--- src/rtl/alu_op_sequencer.sv ---
// alu_op_sequencer: command-level controller in front of the 8-bit combinational ALU.
// Issues ADD/SUB/AND as a single ALU pass, and MUL as DATA_WIDTH shift-add passes
// through the ALU adder. The result and flags are held in a valid/ready response register.
// Optional build macro ALU_OP_SEQUENCER_CMD_BUF_EN adds a one-entry command buffer.
// This buffer lets a command queued while busy launch straight out of DONE.
module alu_op_sequencer #(
  parameter int DATA_WIDTH = 8,  // system operand width (param.v default)
  parameter int OP_W       = 4
) (
  input  logic                  clk,
  input  logic                  rst,
  input  logic                  cmd_valid,
  output logic                  cmd_ready,
  input  logic [OP_W-1:0]       cmd_op,
  input  logic [DATA_WIDTH-1:0] cmd_a,
  input  logic [DATA_WIDTH-1:0] cmd_b,
  output logic [OP_W-1:0]       alu_sel,
  output logic [DATA_WIDTH-1:0] alu_a,
  output logic [DATA_WIDTH-1:0] alu_b,
  input  logic [DATA_WIDTH-1:0] alu_z,
  input  logic [DATA_WIDTH-1:0] alu_flag,
  output logic                  rsp_valid,
  input  logic                  rsp_ready,
  output logic [DATA_WIDTH-1:0] rsp_lo,
  output logic [DATA_WIDTH-1:0] rsp_hi,
  output logic                  rsp_carry,
  output logic                  rsp_zero,
  output logic                  rsp_err
);

  localparam logic [OP_W-1:0] OP_NOP = OP_W'(0);
  localparam logic [OP_W-1:0] OP_ADD = OP_W'(1);
  localparam logic [OP_W-1:0] OP_SUB = OP_W'(2);
  localparam logic [OP_W-1:0] OP_AND = OP_W'(3);
  localparam logic [OP_W-1:0] OP_MUL = OP_W'(4);
  localparam int CNT_W = (DATA_WIDTH > 1) ? $clog2(DATA_WIDTH) : 1;
  localparam logic [CNT_W-1:0] CNT_LAST = CNT_W'(DATA_WIDTH - 1);

  typedef enum logic [1:0] {S_IDLE, S_EXEC, S_MUL, S_DONE} state_t;

  state_t                state;
  logic [OP_W-1:0]       op_r;
  logic [DATA_WIDTH-1:0] a_r;
  logic [DATA_WIDTH-1:0] acc;
  logic [DATA_WIDTH-1:0] mq;
  logic [CNT_W-1:0]      cnt;

  logic                  fire;
  logic                  ld_en;
  logic [OP_W-1:0]       ld_op;
  logic [DATA_WIDTH-1:0] ld_a;
  logic [DATA_WIDTH-1:0] ld_b;
  logic                  ld_legal;
  logic                  op_legal;
  logic [DATA_WIDTH-1:0] acc_n;
  logic [DATA_WIDTH-1:0] mq_n;
  logic                  unused_flag_bits;

  assign unused_flag_bits = ^alu_flag[DATA_WIDTH-1:1];

`ifdef ALU_OP_SEQUENCER_CMD_BUF_EN
  logic                  buf_full;
  logic [OP_W-1:0]       buf_op;
  logic [DATA_WIDTH-1:0] buf_a;
  logic [DATA_WIDTH-1:0] buf_b;
  logic                  buf_set;
  logic                  buf_clr;

  assign cmd_ready = !buf_full;
`endif

  assign fire = cmd_valid & cmd_ready;

  // Launch decision: which command (if any) starts on this edge, and buffer fill/drain
  always_comb begin
    ld_en = 1'b0;
    ld_op = cmd_op;
    ld_a  = cmd_a;
    ld_b  = cmd_b;
`ifdef ALU_OP_SEQUENCER_CMD_BUF_EN
    buf_set = 1'b0;
    buf_clr = 1'b0;
    case (state)
      S_IDLE: ld_en = fire;
      S_DONE: begin
        if (rsp_ready) begin
          // A buffered command has priority; a simultaneous new one refills the buffer
          if (buf_full) begin
            ld_en   = 1'b1;
            ld_op   = buf_op;
            ld_a    = buf_a;
            ld_b    = buf_b;
            buf_clr = 1'b1;
            buf_set = fire;
          end else begin
            ld_en = fire;
          end
        end else begin
          buf_set = fire;
        end
      end
      default: buf_set = fire;
    endcase
`else
    if (state == S_IDLE) ld_en = fire;
`endif
    ld_legal = (ld_op == OP_ADD) || (ld_op == OP_SUB) || (ld_op == OP_AND);
    op_legal = (op_r == OP_ADD) || (op_r == OP_SUB) || (op_r == OP_AND);
    // Shift the 9-bit adder result {carry, z} right into acc/mq
    acc_n = {alu_flag[0], alu_z[DATA_WIDTH-1:1]};
    mq_n  = {alu_z[0], mq[DATA_WIDTH-1:1]};
  end

  // Sequencer FSM with registered ALU drive and response outputs
  always_ff @(posedge clk or posedge rst) begin
    if (rst) begin
      state     <= S_IDLE;
      op_r      <= '0;
      a_r       <= '0;
      acc       <= '0;
      mq        <= '0;
      cnt       <= '0;
      alu_sel   <= '0;
      alu_a     <= '0;
      alu_b     <= '0;
      rsp_valid <= 1'b0;
      rsp_lo    <= '0;
      rsp_hi    <= '0;
      rsp_carry <= 1'b0;
      rsp_zero  <= 1'b0;
      rsp_err   <= 1'b0;
`ifdef ALU_OP_SEQUENCER_CMD_BUF_EN
      buf_full  <= 1'b0;
      buf_op    <= '0;
      buf_a     <= '0;
      buf_b     <= '0;
`else
      cmd_ready <= 1'b1;
`endif
    end else begin
      case (state)
        S_IDLE: ;
        S_EXEC: begin
          rsp_lo    <= op_legal ? alu_z : '0;
          rsp_hi    <= '0;
          rsp_carry <= ((op_r == OP_ADD) || (op_r == OP_SUB)) ? alu_flag[0] : 1'b0;
          rsp_zero  <= op_legal && (alu_z == '0);
          rsp_err   <= !op_legal;
          rsp_valid <= 1'b1;
          alu_sel   <= '0;
          alu_a     <= '0;
          alu_b     <= '0;
          state     <= S_DONE;
        end
        S_MUL: begin
          acc   <= acc_n;
          mq    <= mq_n;
          cnt   <= cnt + 1'b1;
          alu_a <= acc_n;
          alu_b <= mq_n[0] ? a_r : '0;
          if (cnt == CNT_LAST) begin
            rsp_hi    <= acc_n;
            rsp_lo    <= mq_n;
            rsp_carry <= (acc_n != '0);
            rsp_zero  <= ({acc_n, mq_n} == '0);
            rsp_err   <= 1'b0;
            rsp_valid <= 1'b1;
            alu_sel   <= '0;
            alu_a     <= '0;
            alu_b     <= '0;
            state     <= S_DONE;
          end
        end
        S_DONE: begin
          if (rsp_ready) begin
            rsp_valid <= 1'b0;
            state     <= S_IDLE;
`ifndef ALU_OP_SEQUENCER_CMD_BUF_EN
            cmd_ready <= 1'b1;
`endif
          end
        end
        default: state <= S_IDLE;
      endcase

      // Launch overrides the per-state updates above (covers IDLE and DONE->EXEC/MUL)
      if (ld_en) begin
        op_r <= ld_op;
        a_r  <= ld_a;
        acc  <= '0;
        mq   <= ld_b;
        cnt  <= '0;
        if (ld_op == OP_MUL) begin
          state   <= S_MUL;
          alu_sel <= OP_ADD;
          alu_a   <= '0;
          alu_b   <= ld_b[0] ? ld_a : '0;
        end else begin
          state   <= S_EXEC;
          alu_sel <= ld_legal ? ld_op : OP_NOP;
          alu_a   <= ld_a;
          alu_b   <= ld_b;
        end
`ifndef ALU_OP_SEQUENCER_CMD_BUF_EN
        cmd_ready <= 1'b0;
`endif
      end

`ifdef ALU_OP_SEQUENCER_CMD_BUF_EN
      if (buf_set) begin
        buf_full <= 1'b1;
        buf_op   <= cmd_op;
        buf_a    <= cmd_a;
        buf_b    <= cmd_b;
      end else if (buf_clr) begin
        buf_full <= 1'b0;
      end
`endif
    end
  end

endmodule

--- config.mk ---
export PLATFORM = sky130hd
export DESIGN_NAME = alu_op_sequencer
export DESIGN_NICKNAME = d
export VERILOG_FILES = /design/src/rtl/alu_op_sequencer.sv
export SDC_FILE = /design/constraint.sdc
export NUM_CORES = 1
export LEC_CHECK = 0
export ABC_AREA = 1
export CORE_MARGIN = 5
export CORE_UTILIZATION = 40
export CTS_BUF_LIST = sky130_fd_sc_hd__clkbuf_4 sky130_fd_sc_hd__clkbuf_8 sky130_fd_sc_hd__clkbuf_16
export DETAILED_ROUTE_END_ITERATION = 8
export PLACE_DENSITY_LB_ADDON = 0.1
export SYNTH_ARGS = -nofsm -noshare
export SYNTH_HDL_FRONTEND = slang
export SYNTH_SLANG_ARGS = --single-unit
--- constraint.sdc ---
create_clock -name clk -period 4.82 [get_ports clk]
set_input_delay 1.205 -clock clk [delete_from_list [all_inputs] [get_ports clk]]
set_output_delay 1.205 -clock clk [all_outputs]
set_load 0.01 [all_outputs]
==> summary.md <==
The flow ran to the end, and the final reports show no timing, DRC or antenna violations. sky130_fd_sc_hd__dfrtp_1 takes more of the synthesized area than any other cell. The initial utilization of the core area, before any placement, comes to 40.33%. In this run, post-CTS hold repair placed 0 buffers.

Clock-pin slew was measured on the worst setup and hold paths at 0.07 ns. The internal power of the cells totals 1.573 mW. The worst setup path is launched from a primary input. Of the total synthesized cell area, the portion taken by full adders, half adders and majority gates is 0.8157%. The post-route netlist has 7.865% of its cells at a drive strength greater than 1.

The most frequent standard cell in the layout excluding fill and tap cells was sky130_fd_sc_hd__nand2_1. Setup repair after global routing left no endpoint under its margin. The most used flip-flop cell after synthesis is sky130_fd_sc_hd__dfrtp_1.

The number of port buffers is 73, and the synthesized netlist cell count is 369. The final core utilization was 52.88%. The total of warnings raised by yosys was 0. The routed length on met2 is 3.411 mm. The count of final setup violators is 0, and the total power divided by cell area is 631.2 nW/µm². Of the total synthesized cell area, the portion taken by XOR and XNOR cells is 0%. The total number of vias came out at 2,683.

Ranked by total cell area, the synthesized netlist is headed by sky130_fd_sc_hd__dfrtp_1 (52%), sky130_fd_sc_hd__nand2_1 (16%), sky130_fd_sc_hd__nand3_1 (5.4%), sky130_fd_sc_hd__nor2_1 (4.0%), sky130_fd_sc_hd__o21ai_0 (2.3%). The final worst hold slack was 0.4693 ns. The dominant combinational cell family by area after synthesis was simple AND/OR/NAND/NOR gates. The synthesized netlist occupies a cell area of 3068 µm². The highest metal layer with signal wires is met4. The aggregate negative setup slack was 0 ns.

Measured along the x axis, the die boundary spans 97.58 µm. STA puts the critical path data required time at 5.08 ns. The final hold violation count is 0.

Across the run, the number of max-cap violations was 0. The largest stage delay on the critical path is 0.74 ns. The H-tree depth was 3; the maximum count of clock buffers along a single path was 2. Before CTS, the worst setup slack after placement is 1.619 ns. The area growth from synthesis to layout is 31.12%. The critical path contains buffers and inverters numbering 2 combined.

The slowest stage of the critical path is the sky130_fd_sc_hd__nor2_1 cell. For this run, the post-layout net count is 482. For the number of fillers in the final layout, the log shows 749. TritonCTS built the clock tree.

The number of top-level pins came out at 81. The number of diodes is 0, and the via density per instance is 4.905. The post-synthesis share of cell area spent on and, or, nand and nor gates was 32.14%.

The met3 layer wire length in the routed design is 427 µm, and the actual slew at the worst max-slew pin is 0.9441 ns. Traced cell by cell, the critical path runs through clkdlybuf4s50_1, nor2_1, nand3_1, inv_2, nor2_1, nand2_1, nand4_1. Post-DP HPWL: 5.608 mm. The first global-routing pass estimated 13.35 mm of wire.

The routed design could run at a clock period as short as 2.833 ns. The first detailed-routing pass took 4 iterations. For the reported net switching power, the log shows 0.9657 mW.

The cell family contributing the most delay on the critical path is simple AND/OR/NAND/NOR gates. In the final routed layout, each cell accounts on average for 14.48 µm. The clock network accounts for 18.8% of the total power. Of the post-synthesis cell area, the part taken by muxes is 0%. Entering global routing, the biggest net connects 47 pins. The logs give 0.01326 ns for the maximum clock skew at final layout and 0.2576 mV for the peak supply drop. In this run the static leakage power is 1.905 nW.

The global-route congestion overflow total is 0, and the part of the total power dissipated in sequential elements is 37.2%. For the net count after synthesis, the log shows 411. The share of synthesized flip-flops with an asynchronous set or reset was 100.0%. Of the total power, combinational logic draws 44.0%. By startpoint and endpoint, the worst setup path is classified as primary input to flop.

The flip-flop and latch count after synthesis is 65, and the number of post-CTS setup repair buffers is 0. The tools report the number of core rows as 32. The share of the Yosys chip area taken by registers is 53.06%. The clock drives 65 sinks.

The share of synthesized area in the top cell type comes to 52.20%. The total clock buffers created by CTS was 9; the total global-route track usage was 17.29%. The run gives 0 as the number of antenna violations at the first check in global routing.

The post-route clock period utilization was 58.78%; the met1 routed wirelength after detailed routing was 3.970 mm. The arrival time at the worst endpoint came out at 3.10 ns. Core box area: 7607 µm². Path category of the worst min-delay check: flop to flop. For the via count of the first global-routing pass, the log shows 2,720.

The remaining max-slew budget at the tightest pin came out at 36.83%. For the final wirelength, the log shows 7.921 mm. In this run the worst path has a maximum fanout of 13. Leaving out fill and tap cells, the most frequent cells in the layout are sky130_fd_sc_hd__nand2_1 (134), sky130_fd_sc_hd__clkdlybuf4s50_1 (73), sky130_fd_sc_hd__dfrtp_1 (64). The number of antenna-violating nets in the routed design came out at 0. The DRC violation total after the first TritonRoute iteration is 117. The worst setup path is captured at a flop. Net switching is 38.03% of the power.

Yosys mapped a number of flops with a built-in enable equal to 0. Across all setup checks in the final design, the least slack found is 1.987 ns. The run gives 2.539 mW as the total power after layout.

The cell type with the highest occurrence count on the critical path was sky130_fd_sc_hd__nor2_1. The die footprint was 9521 µm²; the post-cts resize count was 0. The maximum clock rate came out at 353.0 MHz.

CTS placed an instance of sky130_fd_sc_hd__clkbuf_8 at the clock tree root. In this run, distinct cell masters in the synthesized netlist total 31. Summing the areas of all compound-gate instances in the mapped netlist gives 7.382% of the synthesized area.

The die is 97.58 µm tall. The logs give 0 for the number of pins with negative max-slew slack in the final report and 0 for the remaining design rule violation count. At the end of routability-driven placement, the weighted congestion stood at 0.8467.

After synthesis, the mean cell area works out to 8.314 µm². For the clock insertion delay at the later pin of the skew report, the log shows 0.34 ns.
-- cells by family (layout without fill, tap and decap cells) --
group                    count (synthesis)  count (layout)
AND/OR/NAND/NOR                        226             226
flip-flops                              65              65
AO/OA/AOI/OAI                           40              40
buffers and inverters                   36             112
adder cells (fa/ha/maj)                  2               2
-- per-stage QoR --
stage | instance area (µm²) | cells
2_1_floorplan | 3068 | 369
3_3_place_gp | 3820 | 531
3_5_place_dp | 3820 | 531
4_1_cts | 4023 | 547
5_1_grt | 4023 | 547
6_report | 4023 | 547
-- worst min-delay path, stage by stage, from the launching register on --
cell and delay [ns]:
sky130_fd_sc_hd__dfrtp_1 0.35, sky130_fd_sc_hd__nand2_1 0.05, sky130_fd_sc_hd__nand2_1 0.04
-- power groups by stage --
stage	Sequential, mW	Clock, mW	Combinational, mW
floorplan	1.00	0	0.620
global placement	0.952	0	1.12
detailed placement	0.954	0	1.13
CTS	0.948	0.485	1.13
global route	0.980	0.506	1.25
finish	0.946	0.476	1.12
-- registers in the layout, summed over array words and instances (netlist names) --
signal and cells:
rsp_lo 8, op_r 4, alu_a 8, state 2, alu_sel 4, cmd_ready 1, mq 7, a_r 8
rsp_err 1, cnt 3, rsp_hi 8, rsp_carry 1, rsp_zero 1, alu_b 8, rsp_valid 1
-- cells in the mapped netlist, types with 2 or more instances --
| cell | n |
|---|---|
| sky130_fd_sc_hd__o21ai_1 | 3 |
| sky130_fd_sc_hd__nand3_1 | 33 |
| sky130_fd_sc_hd__nor2_1 | 33 |
| sky130_fd_sc_hd__inv_2 | 4 |
| sky130_fd_sc_hd__ha_1 | 2 |
| sky130_fd_sc_hd__nand2_1 | 134 |
| sky130_fd_sc_hd__nor2_4 | 2 |
| sky130_fd_sc_hd__nand3b_1 | 2 |
| sky130_fd_sc_hd__dfrtp_1 | 64 |
| sky130_fd_sc_hd__o21ai_0 | 14 |
| sky130_fd_sc_hd__nand4_1 | 8 |
| sky130_fd_sc_hd__o211ai_1 | 3 |
| sky130_fd_sc_hd__a31oi_1 | 9 |
| sky130_fd_sc_hd__nand2_4 | 2 |
| sky130_fd_sc_hd__a21oi_1 | 8 |
| sky130_fd_sc_hd__nand2_2 | 2 |
| sky130_fd_sc_hd__inv_1 | 16 |
| sky130_fd_sc_hd__buf_2 | 4 |
| sky130_fd_sc_hd__buf_6 | 6 |
| sky130_fd_sc_hd__nor2_2 | 2 |
| sky130_fd_sc_hd__buf_4 | 4 |
| sky130_fd_sc_hd__nor3b_1 | 5 |
-- per-layer routing --
metal | vias to the layer above | GRT usage, %
li1 | 1351 | -
met1 | 1254 | 24.52
met2 | 70 | 25.51
met3 | 8 | 4.164
met4 | 0 | 6.603
met5 | - | 0
-- worst paths after layout --
path	startpoint	to	slack, ns	depth (start not counted)
max in group asynchronous	rst	a_r[7]	2.61	3
hold reg to reg	rsp_hi[6]	rsp_hi[6]	0.47	2
setup reg to reg	cnt[0]	alu_b[6]	2.77	5
hold / removal	rsp_hi[6]	rsp_hi[6]	0.47	2
setup / recovery	cmd_op[0]	alu_b[4]	1.99	7
min in group asynchronous	rst	rsp_hi[3]	1.28	2
-- layout make-up --
class / count / area, µm² / share of cell area, %
Clock buffer: 13 / 160.2 / 3.981
Tap cell: 102 / 127.6 / 3.173
Inverter: 21 / 81.33 / 2.022
Multi-Input combinational cell: 268 / 1237 / 30.76
Clock inverter: 3 / 42.54 / 1.058
Sequential cell: 65 / 1628 / 40.47
Timing Repair Buffer: 75 / 745.7 / 18.54
No activity file was read; power rests on OpenSTA's default activity.
==> variant 1: new RTL, same settings <==
The parameter `DATA_WIDTH` goes from 8 to 16.
--- a/src/rtl/alu_op_sequencer.sv
+++ b/src/rtl/alu_op_sequencer.sv
@@ -6,3 +6,3 @@
 module alu_op_sequencer #(
-  parameter int DATA_WIDTH = 8,  // system operand width (param.v default)
+  parameter int DATA_WIDTH = 16,  // system operand width (param.v default)
   parameter int OP_W       = 4
Ports: changed (8 resized); port bits go from 81 to 145. The function was not compared with the original's and may differ.
==> variant 1 against the unedited design <==
Hold slack better by 0.011 ns; highest routed layer unchanged; wire length up 110%; area after synthesis up 82%; cell count up 79%; final area up 88%; largest cell class unchanged; sequential cell count up 49; setup slack better by 0.14 ns; total power up 100%.
==> variant 1: results (changes against the unedited design) <==
run_status: "finished clean"
htree_levels: 4  # +1
numCtsBuffers: 17  # +8
clock_latency_ns: 0.41  # +0.07 ns
stdcell_count: 979  # +79%
tightest_slew_ns: 0.8328  # -0.1113 ns
first_iter_violations: 444  # +280%
rrSetupSlack_ns: 2.69  # -0.08 ns
critPathSlowestCell: "dfstp_2"
syn_avg_cell_area_um2: 8.344  # +0.36%
grt_pass1_wl_um: 26120  # +96%
drive_gt1_share_pct: 11.14  # +3.3 points
ys.flop_type: "dfrtp_1"
irDropWorstVdd_uv: 253.6  # -1.5%
finClkSkew_ns: 0.008907  # -0.004352 ns
crit_start: "cmd_ready"
cpPeakStageDelay_ns: 0.55  # -0.19 ns
finalWirelength_um: 16440  # +110%
grt_usage_pct: 20.45  # +3.2 points
cts_setup_buffers: 0  # unchanged
r2r_end: "alu_b[7]"
viasPerCell: 5.114  # +4.3%
arrival_ns: 1.49  # -1.61 ns
portBuffers: 129  # +77%
post-dp-hpwl_um: 11760  # +110%
yosysWarnings: 0  # unchanged
syn_nets: 743  # +81%
r2r_start: "state[0]"
crit_fanout: 3  # -10
async_flop_share_pct: 100.0  # unchanged
synth_area_leaders: "dfrtp_1 (51%), nand2_1 (15%), nand3_1 (7.6%)"
power.share.switching_pct: 36.27  # -1.8 points
dr.pass1.iters: 5  # +1
hp-class: "flip-flop to flip-flop"
path_clk_slew_ns: 0.05  # -0.02 ns
grt_max_degree: 84  # +79%
antenna_cells: 0  # unchanged
critPathTopFamily: "flip-flops"
seq_area_frac_synth_pct: 51.05  # -2.0 points
grt_pass1_vias: 4800  # +76%
fillers: 1304  # +74%
synthTopCellsByCount: "nand2_1 (223), dfrtp_1 (113), nand3_1 (85)"
cts_root_buf: "clkbuf_16"
drc: 0  # unchanged
dp_cells: 947  # +78%
cts_buffer_depth: 2  # unchanged
nets: 859  # +78%
p_leak_nw: 3.496  # +83%
reg2regPathDepth: 7  # +2
crit_path_end: "cmd_ready"
routabilityCongestion: 0.8761  # +3.5%
cts_resized: 0  # unchanged
ys_types: 33  # +6.5%
==> variant 1: cell count changes after synthesis, moves of 11 or more <==
cell | before | now
a31oi_2 | 0 | 12
buf_2 | 4 | 20
dfrtp_1 | 64 | 113
inv_1 | 16 | 36
nand2_1 | 134 | 223
nand3_1 | 33 | 85
nor2_1 | 33 | 46
nor2_2 | 2 | 13
o21ai_0 | 14 | 40
o21ai_1 | 3 | 19
==> variant 1: metrics by stage <==
step	area, µm²	hold slack [ns]	worst slack (ns)
finish	7567	0.4801	2.123
global route	7567	0.4954	2.089
CTS	7567	0.4829	2.103
detailed placement	6912	0.4690	1.901
global placement	6912	0.4616	1.903
floorplan	5590	0.4496	0.6009
==> variant 1: layout make-up <==
type	instances	area (µm²)	area share, %
clock buffer	22	475.5	6.283
clock inverter	10	180.2	2.381
inverter	40	152.6	2.017
multi-input combinational	477	2336	30.87
sequential	114	2854	37.71
tap	180	225.2	2.976
timing repair buffer	136	1344	17.76
==> variant 1: logic make-up (layout without fill, tap and decap cells) <==
group	Yosys count	in the layout	share of synthesized area, %
and+or+nand+nor	377	377	29.05
DFF	114	114	51.05
AOI/OAI and AO/OA	99	99	12.51
buffers and inverters	79	208	7.162
adders and majority gates	1	1	0.2238
==> variant 1: power by group through the flow <==
stage / Clock [W] / Sequential, W / Combinational [W]
6_report: 0.00139 / 0.00165 / 0.00205
5_1_grt: 0.00145 / 0.00171 / 0.00228
4_1_cts: 0.00141 / 0.00166 / 0.00208
3_5_place_dp: 0 / 0.00167 / 0.00207
3_3_place_gp: 0 / 0.00166 / 0.00203
2_1_floorplan: 0 / 0.00173 / 0.00119
==> variant 1: worst min-delay path by stage <==
| stage | from | endpoint | slack [ns] | cells past startpoint |
|---|---|---|---|---|
| floorplan | a_r[0] | a_r[0] | 0.45 | 2 |
| global placement | a_r[11] | a_r[11] | 0.46 | 2 |
| detailed placement | a_r[9] | a_r[9] | 0.47 | 2 |
| CTS | a_r[9] | a_r[9] | 0.48 | 2 |
| global route | a_r[0] | a_r[0] | 0.50 | 2 |
| finish | a_r[12] | a_r[12] | 0.48 | 2 |
==> variant 1: metal layers <==
layer	routed length, µm	up-vias	track usage, %
met5	0	-	0
met4	272	0	6.554
met3	1181	26	4.667
met2	7263	185	29.48
met1	7718	2377	30.37
li1	-	2419	-
==> variant 1: worst reg2reg max path, cell delays in order (launching register included) <==
cell	delay, ns
dfrtp_1	0.40
inv_1	0.13
nand2_4	0.26
inv_2	0.43
nand2_4	0.29
nor2_8	0.33
nand3_1	0.14
nand3_1	0.10
==> variant 2: new RTL, same settings <==
Made on the original files. Encoding of `state_t`: now Gray code (2 bits for 4 states).
--- a/src/rtl/alu_op_sequencer.sv
+++ b/src/rtl/alu_op_sequencer.sv
@@ -38,3 +38,3 @@
 
-  typedef enum logic [1:0] {S_IDLE, S_EXEC, S_MUL, S_DONE} state_t;
+  typedef enum logic [1:0] {S_IDLE = 2'b00, S_EXEC = 2'b01, S_MUL = 2'b11, S_DONE = 2'b10} state_t;
 
Behaviour: no difference found for any inputs over 10 cycles, from zero or initial values and one cycle with rst high; not proved beyond that.
==> variant 2 against the unedited design <==
Synthesized cell count increased by 2.4%; area after synthesis down 1.5%; first-iteration DRC count up 12%; hold slack better by 0.00082 ns; non-clock buffer count rose by 1; final area rose by 0.44%; wire length increased by 4.6%; global-route usage up 1.1 points; count of clock-buffer cells in the layout fell by 2; sequential cell count unchanged; total power shrank 6.7%; fmax is 0.60% higher; setup slack improved by 0.017 ns; combinational power down 16%; highest routed layer unchanged.
==> variant 2: results (changes against the unedited design) <==
finalWirelength_um: 8289  # +4.6%
syn_nets: 420  # +2.2%
finClkSkew_ns: 0.01039  # -0.002874 ns
rrSetupSlack_ns: 2.47  # -0.30 ns
slew-limit-headroom_pct: 37.24  # +0.42 points
cts_setup_buffers: 0  # unchanged
grt_pass1_wl_um: 14170  # +6.1%
p_leak_nw: 1.916  # +0.59%
hold_path_end: "rsp_hi[5]"
drive_gt1_share_pct: 5.987  # -1.9 points
arrival_ns: 3.10  # about the same
ys_types: 23  # -26%
critPathSlowestCell: "nand3_1"
holdWs_ns: 0.4701  # +0.0008160 ns
synth_area_leaders: "dfrtp_1 (53%), nand2_1 (13%), nand3_1 (9.8%)"
wl_met2_um: 3639  # +6.7%
synthTopCellsByCount: "nand2_1 (108), dfrtp_1 (64), nand3_1 (59)"
grtUsageMet1_pct: 26.12  # +1.6 points
run_status: "finished clean"
grt_usage_pct: 18.43  # +1.1 points
reg2regPathDepth: 7  # +2
dp_slack_ns: 1.670  # +0.05106 ns
antenna_cells: 0  # unchanged
crit_fanout: 25  # +12
irDropWorstVdd_uv: 215.5  # -16%
numCtsBuffers: 9  # unchanged
wl_met3_um: 684  # +60%
synth.area.mux_share_pct: 0  # unchanged
gr-usage-met3_pct: 4.532  # +0.37 points
met1Wirelength_um: 3836  # -3.4%
viasPerCell: 5.176  # +5.5%
portBuffers: 73  # unchanged
use_met2_pct: 26.86  # +1.3 points
stdcell_count: 550  # +0.55%
grt_max_degree: 46  # -2.1%
dp_cells: 534  # +0.56%
dr.pass1.iters: 5  # +1
nets: 488  # +1.2%
synth-compound-area-share_pct: 10.22  # +2.8 points
routabilityCongestion: 0.7831  # -7.5%
synth_adder_area_share_pct: 0.8278  # +0.012 points
first_iter_violations: 131  # +12%
seq_area_frac_synth_pct: 53.85  # +0.79 points
htree_levels: 3  # unchanged
syn_inst: 378  # +2.4%
cts_buffer_depth: 2  # unchanged
setup_slack_ns: 2.004  # +0.01700 ns
post-dp-hpwl_um: 5821  # +3.8%
cpPeakStageDelay_ns: 0.66  # -0.08 ns
antenna_found_initial: 0  # unchanged
place_area_um2: 3811  # -0.23%
grt_pass1_vias: 2845  # +4.6%
hp-start: "rsp_hi[5]"
power.internal_w: 0.001495  # -5.0%
r2r_end: "rsp_lo[2]"
variant 2: changes by cell type after synthesis, sizes merged, moves of 2 or more:
cell | unedited run | this run
nand2 | 138 | 109
nand3 | 33 | 60
o21ai | 17 | 37
a21oi | 8 | 19
a31oi | 9 | 1
nand4 | 8 | 1
clkbuf | 1 | 6
nor3b | 5 | 0
inv | 21 | 24
clkinv | 0 | 2
nand3b | 2 | 0
nor2 | 37 | 35
o211ai | 3 | 1
variant 2: final cells by class:
type / instances / area [µm²]
multi-input combinational: 268 / 1209
clock buffer: 11 / 151.4
fill: 734 / 3252
inverter: 26 / 97.59
clock inverter: 5 / 77.57
timing repair buffer: 76 / 753.2
tap: 99 / 123.9
sequential: 65 / 1628
variant 2: power by group through the flow:
stage / Sequential (W) / Clock, W / Combinational, W
3_5_place_dp: 0.000907 / 0 / 0.000947
2_1_floorplan: 0.000940 / 0 / 0.000508
5_1_grt: 0.000930 / 0.000569 / 0.00106
3_3_place_gp: 0.000905 / 0 / 0.000931
6_report: 0.000901 / 0.000526 / 0.000940
4_1_cts: 0.000900 / 0.000540 / 0.000952
variant 2: how the worst max path moves through the flow:
stage / from / endpoint / cells past startpoint
2_1_floorplan: rst / a_r[0] / 1
3_3_place_gp: cmd_valid / alu_sel[0] / 7
3_5_place_dp: cmd_op[0] / alu_b[0] / 5
4_1_cts: cmd_op[0] / alu_b[0] / 5
5_1_grt: cmd_op[0] / alu_b[3] / 6
6_report: cmd_op[0] / alu_b[3] / 6
variant 2: worst register-to-register path, cell delays in order (launching register included):
cell and delay, ns:
dfrtp_1 0.41, ha_1 0.21, ha_1 0.31, o21ai_1 0.60
buf_4 0.31, inv_1 0.18, nor2_1 0.15, a21oi_1 0.05
